### src/rtl/fetch_unit_pkg.sv
// rtl/fetch_unit_pkg.sv - shared fetch-stage types and constants
// Purpose: FSM state encoding for the fetch stage and the NOP word that the
//          decoder sees whenever no fetched instruction is held.
// Ports:   none (package).
package fetch_unit_pkg;

  typedef enum logic [1:0] {
    IDLE = 2'd0,
    REQ  = 2'd1,
    WAIT = 2'd2,
    HOLD = 2'd3
  } fetch_state_e;

  // addi x0, x0, 0
  localparam logic [31:0] NOP_INSTR = 32'h0000_0013;

endpackage

### src/rtl/fetch_unit.sv
// rtl/fetch_unit.sv - instruction fetch stage with one-entry instruction buffer
// Purpose: owns the PC, issues single outstanding word reads to instruction
//          memory and hands one instruction at a time to the decoder.
// Ports:
//   clk, rst_n                 clock, asynchronous active-low reset
//   imem_req/addr (out)        read request, address = current PC
//   imem_gnt (in)              request accepted
//   imem_rvalid/rdata (in)     read response
//   redirect_valid/pc (in)     new PC from branch/jump resolution
//   instr_valid (out)          instruction/instr_pc hold a fetched word
//   instr_ready (in)           decoder consumes the instruction
//   instruction/instr_pc (out) fetched word and its address
module fetch_unit
  import fetch_unit_pkg::*;
#(
  parameter logic [31:0] RESET_PC = 32'h0000_0000
) (
  input  logic        clk,
  input  logic        rst_n,
  output logic        imem_req,
  output logic [31:0] imem_addr,
  input  logic        imem_gnt,
  input  logic        imem_rvalid,
  input  logic [31:0] imem_rdata,
  input  logic        redirect_valid,
  input  logic [31:0] redirect_pc,
  output logic        instr_valid,
  input  logic        instr_ready,
  output logic [31:0] instruction,
  output logic [31:0] instr_pc
);

  localparam logic [31:0] ALIGN_MASK = 32'hFFFF_FFFC;

  fetch_state_e r_state, w_state_nxt;
  logic [31:0]  r_pc, w_pc_nxt;
  logic         r_drop, w_drop_nxt;
  logic [31:0]  r_buf, w_buf_nxt;
  logic [31:0]  r_instr_pc, w_instr_pc_nxt;
  logic [31:0]  w_redirect_pc;

  assign w_redirect_pc = redirect_pc & ALIGN_MASK;

  always_ff @(posedge clk or negedge rst_n) begin
    if (!rst_n) begin
      r_state    <= IDLE;
      r_pc       <= RESET_PC & ALIGN_MASK;
      r_drop     <= 1'b0;
      r_buf      <= NOP_INSTR;
      r_instr_pc <= RESET_PC & ALIGN_MASK;
    end else begin
      r_state    <= w_state_nxt;
      r_pc       <= w_pc_nxt;
      r_drop     <= w_drop_nxt;
      r_buf      <= w_buf_nxt;
      r_instr_pc <= w_instr_pc_nxt;
    end
  end

  always_comb begin
    w_state_nxt    = r_state;
    w_pc_nxt       = r_pc;
    w_drop_nxt     = r_drop;
    w_buf_nxt      = r_buf;
    w_instr_pc_nxt = r_instr_pc;
    case (r_state)
      IDLE: w_state_nxt = REQ;
      REQ: begin
        // An ungranted request simply retargets; a granted one that is
        // redirected in the same cycle must have its response discarded.
        if (redirect_valid) w_pc_nxt = w_redirect_pc;
        if (imem_gnt) begin
          w_state_nxt = WAIT;
          w_drop_nxt  = redirect_valid;
        end
      end
      WAIT: begin
        if (imem_rvalid) begin
          if (r_drop || redirect_valid) begin
            w_state_nxt = REQ;
            w_drop_nxt  = 1'b0;
            if (redirect_valid) w_pc_nxt = w_redirect_pc;
          end else begin
            w_state_nxt    = HOLD;
            w_buf_nxt      = imem_rdata;
            w_instr_pc_nxt = r_pc;
            w_pc_nxt       = r_pc + 32'd4;
          end
        end else if (redirect_valid) begin
          // Response still owed for the old PC: wait for it, then drop it.
          w_pc_nxt   = w_redirect_pc;
          w_drop_nxt = 1'b1;
        end
      end
      HOLD: begin
        // Redirect takes priority over a same-cycle handshake.
        if (redirect_valid) begin
          w_state_nxt = REQ;
          w_pc_nxt    = w_redirect_pc;
        end else if (instr_ready) begin
          w_state_nxt = REQ;
        end
      end
      default: w_state_nxt = IDLE;
    endcase
  end

  assign imem_req    = (r_state == REQ);
  assign imem_addr   = r_pc;
  assign instr_valid = (r_state == HOLD);
  assign instruction = instr_valid ? r_buf : NOP_INSTR;
  assign instr_pc    = r_instr_pc;

endmodule

### config.mk
export PLATFORM = sky130hd
export DESIGN_NAME = fetch_unit
export DESIGN_NICKNAME = d
export VERILOG_FILES = /design/src/rtl/fetch_unit_pkg.sv /design/src/rtl/fetch_unit.sv
export SDC_FILE = /design/constraint.sdc
export NUM_CORES = 1
export LEC_CHECK = 0
export CORE_MARGIN = 8
export CORE_UTILIZATION = 46
export DETAILED_ROUTE_END_ITERATION = 10
export GPL_ROUTABILITY_DRIVEN = 0
export PLACE_DENSITY_LB_ADDON = 0.12
export SLEW_MARGIN = 20
export SYNTH_ARGS = -nofsm -noshare
export SYNTH_HDL_FRONTEND = slang
export SYNTH_SLANG_ARGS = --single-unit
### constraint.sdc
create_clock -name clk -period 3.05 [get_ports clk]
set_clock_uncertainty 0.1 [all_clocks]
set_input_delay 0.61 -clock clk [delete_from_list [all_inputs] [get_ports clk]]
set_output_delay 0.61 -clock clk [all_outputs]
set_load 0.03 [all_outputs]
==> impl_metrics.py, run 1 <==
metrics = {
    "floorplanning": {
        "fp.coreArea_um2": 10300,
        "die_x_um": 119,
        "boundaryPins": 168,
        "initial_core_util": 0.473,
        "die_h_um": 119,
        "num_rows": 37,
        "dieArea_um2": 14100,
    },
    "sta": {
        "worst_slew_pin_slew_ns": 0.992,
        "hold_viol": 0,
        "fmax_mhz": 353,
        "setup-violations-final": 0,
        "relSlewSlack": 0.336,
        "holdWs_ns": 0.193,
        "fin_tns_setup_ns": 0,
        "fin_crit_sh": 0.928,
        "finalMaxSlewViolations": 0,
        "rsz0062_at_grt": "no",
        "fin_crit_ns": 2.83,
    },
    "clock_tree": {
        "clk_pin_slew_ns": 0.09,
        "clock_path_buffers": 2,
        "postCtsSetupRepairBufs": 0,
        "hold_buffers": 0,
        "clk_latency_ns": 0.35,
        "cts_tree": "built",
        "ctsHtreeMaxLevel": 3,
        "clockRootBuffer": "clkbuf_8",
        "cts_sinks": 99,
        "post_cts_resized": 0,
        "numCtsBuffers": 9,
    },
    "logic_synthesis": {
        "netlist_area_um2": 4860,
        "synth.distinct_cells": 52,
        "synthCells": 437,
        "synth_common_cells": "96 x dfrtp_1, 64 x mux2_2, 32 x and2_1",
        "synth_top_area_frac": 0.495,
        "yosys.area.top_type": "dfrtp_1",
        "yosysWarnings": 0,
        "synth_nets": 513,
        "avgSynthCellArea_um2": 11.1,
        "yosysSeqAreaShare": 0.511,
        "ys_ff_latch": 99,
        "async_flop_share": 1.00,
        "synth-main-ff-cell": "dfrtp_1",
        "synth_edf_count": 0,
        "synth.area.top_cells": "dfrtp_1 49%, mux2_2 15%, and2_1 4.1%",
        "yosysMostFrequentCell": "dfrtp_1",
    },
    "finish": {
        "insertedDiodeCount": 0,
        "area_growth_pct": 41.1,
        "regArea_um2": 2480,
        "nets": 673,
        "final_layout_size_suffix_gt1_frac": 0.174,
        "stdcell_count": 738,
        "multi_input_area_um2": 2210,
        "nFillCells": 840,
    },
    "grt": {
        "grt_pass1_vias": 4250,
        "grt_first_pass_wirelength_um": 22300,
        "grt.overflow.total": 0,
        "track_usage": 0.192,
        "antenna_found_initial": 0,
        "grt_max_degree": 55,
    },
    "worst_setup_path": {
        "cp_max_fo": 31,
        "critical_path_arrival_ns": 2.12,
        "cp_slowest_cell": "clkdlybuf4s50_1",
        "cp_cell_sequence": "ha_1 -> buf_12 -> or2b_1 -> clkdlybuf4s50_1",
        "r2r-start": "r_state[1]",
        "crit_type": "reg -> out",
        "crit_buf_inv": 2,
        "cpLargestDelayFamily": "buffers and inverters",
        "endpoint_kind": "output pin",
        "critPathLaunch": "r_state[0]",
        "worst_path_largest_cell_delay_ns": 0.60,
        "cp.required_ns": 2.34,
        "startpoint_type": "flop",
    },
    "hold_path": {
        "hp-class": "in -> async",
    },
    "power_and_ir_drop": {
        "leakage_nw": 2.81,
        "p_per_area_nw_per_um2": 968,
        "ir_drop_uv": 560,
    },
    "place": {
        "hpwl_um": 9760,
        "portBuffers": 165,
        "dp.cells": 722,
    },
    "job": {
        "cap_viol_max_count": 0,
    },
    "detailed_routing": {
        "ant_nets": 0,
        "firstDrtPassIters": 4,
        "initialDrtViolationCount": 275,
        "wirelength_um": 13400,
        "dr_total_vias": 4039,
        "avgViaCountPerCell": 5.47,
        "routedWlPerCell_um": 18.2,
        "drc_errors": 0,
    },
    "outcome": {
        "outcome": "complete, no violations",
    },
}
[kinds of logic (layout without fill, tap and decap cells)]
kind of cell,Yosys count,count (layout),share of synthesized area
adders and majority gates,6,6,0.0155
buffers and inverters,36,201,0.0358
DFF,99,99,0.511
AOI/OAI and AO/OA,85,85,0.117
and+or+nand+nor,141,141,0.160
muxes,70,70,0.161
[worst register-to-register path, cell delays in order (launching register included)]
cell      delay (ns)
dfrtp_1         0.42
inv_1           0.13
ha_1            0.54
nor2b_1         0.14
nor2_1          0.79
o21ai_0         0.22
o211ai_1        0.13
[cells in the final DEF, fill, tap and decap left out, drive strengths merged, types with 8 or more instances in the layout]
master / Yosys / layout
clkbuf: 13 / 12
mux2: 64 / 64
buf: 15 / 13
nor2: 23 / 23
nor3: 14 / 14
and2: 32 / 32
inv: 8 / 8
dfrtp: 96 / 96
nand3: 16 / 16
a21oi: 18 / 18
nor4: 8 / 8
nand2: 16 / 16
o21ai: 26 / 26
clkdlybuf4s50: 0 / 164
[layer usage]
layer  GRT usage  vias to the layer above  share of wire
li1            -                     1897              -
met4      0.0617                        0          0.012
met3      0.0557                       12          0.079
met2       0.321                      131           0.49
met5           0                        -              0
met1       0.233                     1999           0.41
[metrics by stage]
stage           util  power (mW)  setup slack (ns)  area [um2]
2_1_floorplan      -        4.41             0.708        4860
3_3_place_gp   0.649        5.75             0.279        6670
3_5_place_dp   0.649        5.85             0.285        6670
4_1_cts        0.667        6.70             0.198        6850
5_1_grt        0.667        7.05             0.116        6850
6_report       0.667        6.64             0.221        6850
[area by class of cell]
class	instances	share of cell area
Timing Repair Buffer	177	0.259
Clock buffer	12	0.0197
Multi-Input combinational cell	302	0.322
Inverter	8	0.00438
Sequential cell	99	0.362
Clock inverter	4	0.00767
Tap cell	136	0.0248
[sequential cells by signal, indices dropped and copies added, names as in the netlist]
signal / count
imem_addr: 32
instr_pc: 32
r_buf: 32
r_drop: 1
r_state: 2
[final timing paths]
path,endpoint,slack [ns],cells after the start
min in group clk,r_buf[26],0.40,1
setup / recovery,instruction[0],0.22,4
hold / removal,instr_pc[10],0.19,1
setup reg to reg,imem_addr[24],0.49,6
hold reg to reg,r_buf[26],0.40,1
max in group asynchronous,instr_pc[1],1.95,2
[power breakdown]
group          internal [mW]  switching (mW)
Combinational           1.53            1.83
Clock                  0.381           0.452
Sequential              1.91           0.547
Total                   3.81            2.82
No activity file was read; power rests on OpenSTA's default activity.
==> run 2, diff against run 1 <==
--- a/config.mk
+++ b/config.mk
@@ -5,10 +5,13 @@
 export SDC_FILE = /design/constraint.sdc
 export NUM_CORES = 1
 export LEC_CHECK = 0
+export CELL_PAD_IN_SITES_DETAIL_PLACEMENT = 0
+export CELL_PAD_IN_SITES_GLOBAL_PLACEMENT = 2
 export CORE_MARGIN = 8
-export CORE_UTILIZATION = 46
+export CORE_UTILIZATION = 28
 export DETAILED_ROUTE_END_ITERATION = 10
 export GPL_ROUTABILITY_DRIVEN = 0
+export HOLD_SLACK_MARGIN = 0.15
 export PLACE_DENSITY_LB_ADDON = 0.12
 export SLEW_MARGIN = 20
 export SYNTH_ARGS = -nofsm -noshare
==> run 2 against run 1 <==
Clock-buffer cell count up 1. Sequential power about the same. Core utilization fell by 25 points. Sequential share of layout area fell by 1.1 points. Routed wire length increased by 15%. Global-route usage shrank 5.0 points. Total power rose by 4.7%. Maximum frequency shrank 0.81%. Register-to-register slack improved by 0.09 ns. Non-clock buffer count rose by 2. Clock power grew 33%. Flip-flop and latch count stayed put. Highest routed layer unchanged.
==> impl_metrics.py, run 2 (synthesized netlist as in run 1, its figures left out) <==
metrics = {
    "finish": {
        "final_layout_size_suffix_gt1_frac": 0.179,
        "final_common_cell": "clkdlybuf4s50_1",
        "insertedDiodeCount": 0,
        "final_cell_mix": "164 x clkdlybuf4s50_1, 96 x dfrtp_1, 64 x mux2_2",
        "nets": 675,
        "nFillCells": 1661,
        "area_growth_pct": 45.4,
    },
    "worst_setup_path": {
        "crit_type": "reg -> out",
        "endpoint_kind": "output pin",
        "cp_slowest_cell": "clkdlybuf4s50_1",
        "worst_path_largest_cell_delay_ns": 0.69,
        "critical_path_arrival_ns": 2.14,
        "crit_buf_inv": 2,
        "cpLargestDelayFamily": "buffers and inverters",
        "cp.required_ns": 2.34,
        "cp_cell_sequence": "ha_1 -> buf_4 -> and2_1 -> clkdlybuf4s50_1",
        "cp_max_fo": 33,
        "startpoint_type": "flop",
    },
    "clock_tree": {
        "post_cts_resized": 0,
        "cts_tree": "built",
        "clock_path_buffers": 2,
        "clockRootBuffer": "clkbuf_16",
        "clk_pin_slew_ns": 0.07,
        "hold_buffers": 0,
        "cts_sinks": 99,
        "clk_latency_ns": 0.34,
        "numCtsBuffers": 9,
        "ctsHtreeMaxLevel": 3,
        "postCtsSetupRepairBufs": 0,
    },
    "sta": {
        "hold_viol": 0,
        "setup-violations-final": 0,
        "worst_slew_pin_slew_ns": 1.06,
        "fin_tns_setup_ns": 0,
        "fin_crit_ns": 2.85,
        "finalMaxSlewViolations": 0,
        "rsz0062_at_grt": "no",
        "fin_crit_sh": 0.935,
        "fmax_mhz": 351,
        "relSlewSlack": 0.290,
    },
    "grt": {
        "grt_pass1_vias": 4209,
        "antenna_found_initial": 0,
        "grt_max_degree": 55,
        "track_usage": 0.142,
        "grt_first_pass_wirelength_um": 24300,
        "grt.overflow.total": 0,
    },
    "floorplanning": {
        "boundaryPins": 168,
        "fp.coreArea_um2": 17100,
        "dieArea_um2": 21800,
        "num_rows": 48,
        "die_x_um": 148,
        "die_h_um": 148,
        "initial_core_util": 0.284,
    },
    "detailed_routing": {
        "routedWlPerCell_um": 18.7,
        "avgViaCountPerCell": 4.84,
        "wirelength_um": 15500,
        "dr_total_vias": 4012,
        "initialDrtViolationCount": 238,
        "firstDrtPassIters": 4,
        "drc_errors": 0,
        "ant_nets": 0,
    },
    "power_and_ir_drop": {
        "ir_drop_uv": 448,
        "total_power_mw": 6.95,
        "p_per_area_nw_per_um2": 984,
        "leakage_nw": 2.86,
    },
    "place": {
        "portBuffers": 165,
        "hpwl_um": 11100,
    },
    "hold_path": {
        "hp-class": "in -> async",
    },
    "job": {
        "cap_viol_max_count": 0,
    },
    "outcome": {
        "outcome": "complete, no violations",
    },
}
==> run 2: where the power goes <==
part	switching, mW	internal, mW	leakage [nW]	total (mW)
combinational	1.85	1.52	1.50	3.37
sequential	0.559	1.91	1.23	2.47
clock	0.515	0.600	0.128	1.11
total	2.92	4.03	2.86	6.95
==> run 2: routing by layer <==
metal | track usage | vias to the layer above | routed length [um] | share of wire
met2 | 0.240 | 102 | 7610 | 0.49
met5 | 0 | - | 0 | 0
li1 | - | 1906 | - | -
met4 | 0.0469 | 0 | 244 | 0.016
met1 | 0.173 | 1989 | 6770 | 0.44
met3 | 0.0336 | 15 | 871 | 0.056
==> run 2: final timing paths <==
kind                             from         endpoint  slack [ns]  cells past startpoint
setup / recovery           r_state[0]  instruction[27]        0.20                      4
hold / removal                  rst_n     instr_pc[10]        0.25                      1
setup reg to reg           r_state[1]    imem_addr[24]        0.58                      7
hold reg to reg             r_buf[19]        r_buf[19]        0.40                      1
max in group asynchronous       rst_n        r_buf[23]        1.87                      2
min in group clk            r_buf[19]        r_buf[19]        0.40                      1
==> run 2: metrics by stage <==
step	hold slack [ns]	instance area [um2]	utilization	worst slack, ns	instances
final	0.245	7060	0.413	0.198	829
after global routing	0.315	7060	0.413	0.0715	829
after CTS	0.273	7060	0.413	0.148	829
after detailed placement	0.388	6780	0.396	0.192	813
after global placement	0.381	6780	0.396	0.207	813
after floorplan	0.214	4860	-	0.708	437
==> run 2: layout make-up <==
| cell class | instances | area [um2] | share of cell area |
|---|---|---|---|
| multi-input combinational | 302 | 2210 | 0.313 |
| inverter | 8 | 30.0 | 0.00425 |
| tap | 225 | 282 | 0.0399 |
| sequential | 99 | 2480 | 0.351 |
| timing repair buffer | 179 | 1780 | 0.252 |
| clock inverter | 3 | 22.5 | 0.00319 |
| clock buffer | 13 | 260 | 0.0369 |
==> run 3, diff against run 2 <==
--- a/config.mk
+++ b/config.mk
@@ -9,8 +9,10 @@
 export CELL_PAD_IN_SITES_GLOBAL_PLACEMENT = 2
 export CORE_MARGIN = 8
 export CORE_UTILIZATION = 28
+export CTS_CLUSTER_SIZE = 20
 export DETAILED_ROUTE_END_ITERATION = 10
 export GPL_ROUTABILITY_DRIVEN = 0
+export GPL_TIMING_DRIVEN = 0
 export HOLD_SLACK_MARGIN = 0.15
 export PLACE_DENSITY_LB_ADDON = 0.12
 export SLEW_MARGIN = 20
==> run 3 against run 2 <==
Non-clock buffer count up 16. Sequential power barely moved. Design area grew 0.73%. Combinational power rose by 2%. Maximum frequency hardly changed. Worst hold slack gained 0.16 ns. Largest power group unchanged.
==> impl_metrics.py, run 3 (synthesized netlist as in run 1, its figures left out) <==
metrics = {
    "floorplanning": {
        "boundaryPins": 168,
        "num_rows": 48,
        "die_x_um": 148,
        "fp.coreArea_um2": 17100,
        "initial_core_util": 0.284,
        "die_h_um": 148,
        "dieArea_um2": 21800,
    },
    "hold_path": {
        "min_path_cells": 1,
        "hp-class": "reg -> reg",
        "min_to": "r_buf[31]",
        "min_from": "r_buf[31]",
    },
    "worst_setup_path": {
        "endpoint_kind": "output pin",
        "critical_path_arrival_ns": 2.14,
        "reg2reg_to": "imem_addr[14]",
        "startpoint_type": "flop",
        "r2r_cells": 8,
        "r2r_slack_ns": 0.44,
        "crit_type": "reg -> out",
        "cp_max_fo": 10,
        "cp.required_ns": 2.34,
        "r2r-start": "r_state[1]",
    },
    "grt": {
        "grt.overflow.total": 0,
        "antenna_found_initial": 0,
        "track_usage": 0.150,
        "grt_first_pass_wirelength_um": 25800,
        "grt_max_degree": 57,
        "grt_pass1_vias": 4353,
    },
    "clock_tree": {
        "clockRootBuffer": "clkbuf_16",
        "ctsHtreeMaxLevel": 3,
        "cts_sinks": 99,
        "cts_tree": "built",
        "numCtsBuffers": 9,
        "postCtsSetupRepairBufs": 0,
        "clock_path_buffers": 2,
        "clk_latency_ns": 0.34,
        "clk_pin_slew_ns": 0.07,
    },
    "place": {
        "preCtsSetupSlack_ns": -0.164,
        "dpl_cell_area_um2": 6820,
        "dp.cells": 828,
        "portBuffers": 165,
        "hpwl_um": 11900,
    },
    "detailed_routing": {
        "initialDrtViolationCount": 123,
        "routedWlPerCell_um": 18.9,
        "avgViaCountPerCell": 4.79,
        "firstDrtPassIters": 4,
        "wirelength_um": 16000,
        "highest_layer": "met4",
        "wl_met2_um": 7740,
        "drc_errors": 0,
        "wl_met1_um": 7020,
        "ant_nets": 0,
        "routed-wl-met3_um": 916,
        "dr_total_vias": 4048,
    },
    "power_and_ir_drop": {
        "ir_drop_uv": 520,
        "p_per_area_nw_per_um2": 981,
        "leakage_nw": 2.90,
    },
    "finish": {
        "final_cell_mix": "164 x clkdlybuf4s50_1, 96 x dfrtp_1, 64 x mux2_2",
        "insertedDiodeCount": 0,
        "utilization": 0.416,
        "nets": 691,
        "final_layout_size_suffix_gt1_frac": 0.185,
        "area_growth_pct": 46.4,
        "stdcell_count": 845,
        "final_common_cell": "clkdlybuf4s50_1",
        "postLayoutCellArea_um2": 7110,
    },
    "sta": {
        "finalMaxSlewViolations": 0,
        "hold_viol": 0,
        "fin_crit_ns": 2.85,
        "setup-violations-final": 0,
        "fmax_mhz": 351,
        "fin_crit_sh": 0.934,
        "rsz0062_at_grt": "no",
        "setup_slack_ns": 0.200,
        "worst_slew_pin_slew_ns": 0.767,
        "relSlewSlack": 0.484,
    },
    "job": {
        "cap_viol_max_count": 0,
    },
    "outcome": {
        "outcome": "complete, no violations",
    },
}
-- run 3: cell count changes in the layout (fill, tap and decap cells not counted), sizes merged --
cell / before / now
buf: 15 / 17
clkinv: 0 / 2
dlygate4sd3: 0 / 1
clkinvlp: 3 / 1
inv: 8 / 9
clkbuf: 13 / 25
-- run 3: worst max path at each step --
stage | slack, ns | cells after the start | to | startpoint
floorplan | 0.71 | 7 | imem_addr[15] | r_state[0]
global placement | -2.86 | 1 | r_buf[22] | rst_n
detailed placement | -0.16 | 6 | instr_pc[11] | redirect_valid
CTS | 0.08 | 4 | instruction[16] | r_state[0]
global route | 0.05 | 4 | instruction[2] | r_state[0]
finish | 0.20 | 4 | instruction[27] | r_state[0]
-- run 3: per-layer routing --
layer / GRT usage / vias to the layer above
met5: 0 / -
met4: 0.0500 / 0
met3: 0.0324 / 16
li1: - / 1948
met1: 0.191 / 1982
met2: 0.248 / 102
-- run 3: area by class of cell --
type                    instances  area [um2]
repair buffers                167        1690
plain buffers                  28         148
clock buffers                  12         246
fillers                      1681       10000
clock inverters                 4        26.3
flip-flops and latches         99        2480
inverters                       8        30.0
multi-input cells             302        2210
well taps                     225         282
-- run 3: power by group --
group,switching [mW],leakage (nW),internal [mW]
clock,0.514,0.133,0.578
sequential,0.549,1.23,1.91
combinational,1.90,1.53,1.53
total,2.96,2.90,4.01
-- run 3: critical path, stage by stage, from the launching register on --
cell and delay, ns:
dfrtp_1 0.42, ha_2 0.31, clkbuf_2 0.23, and2_1 0.15, clkdlybuf4s50_1 0.69
-- run 3: stage by stage --
step	hold slack (ns)	setup TNS, ns	total power [mW]
finish	0.402	0	6.97
global route	0.413	0	7.46
CTS	0.406	0	7.09
detailed placement	0.388	-6.60	5.95
global placement	0.381	-282.94	5.89
floorplan	0.214	0	4.41
-- run 3: repair_timing --
| item | in CTS | in global routing |
|---|---|---|
| endpoints found under the setup margin | 24 | 11 |
| hold endpoints to repair | 3 | 0 |
| hold buffers | 1 | 0 |
| resized for setup | 3 | 3 |
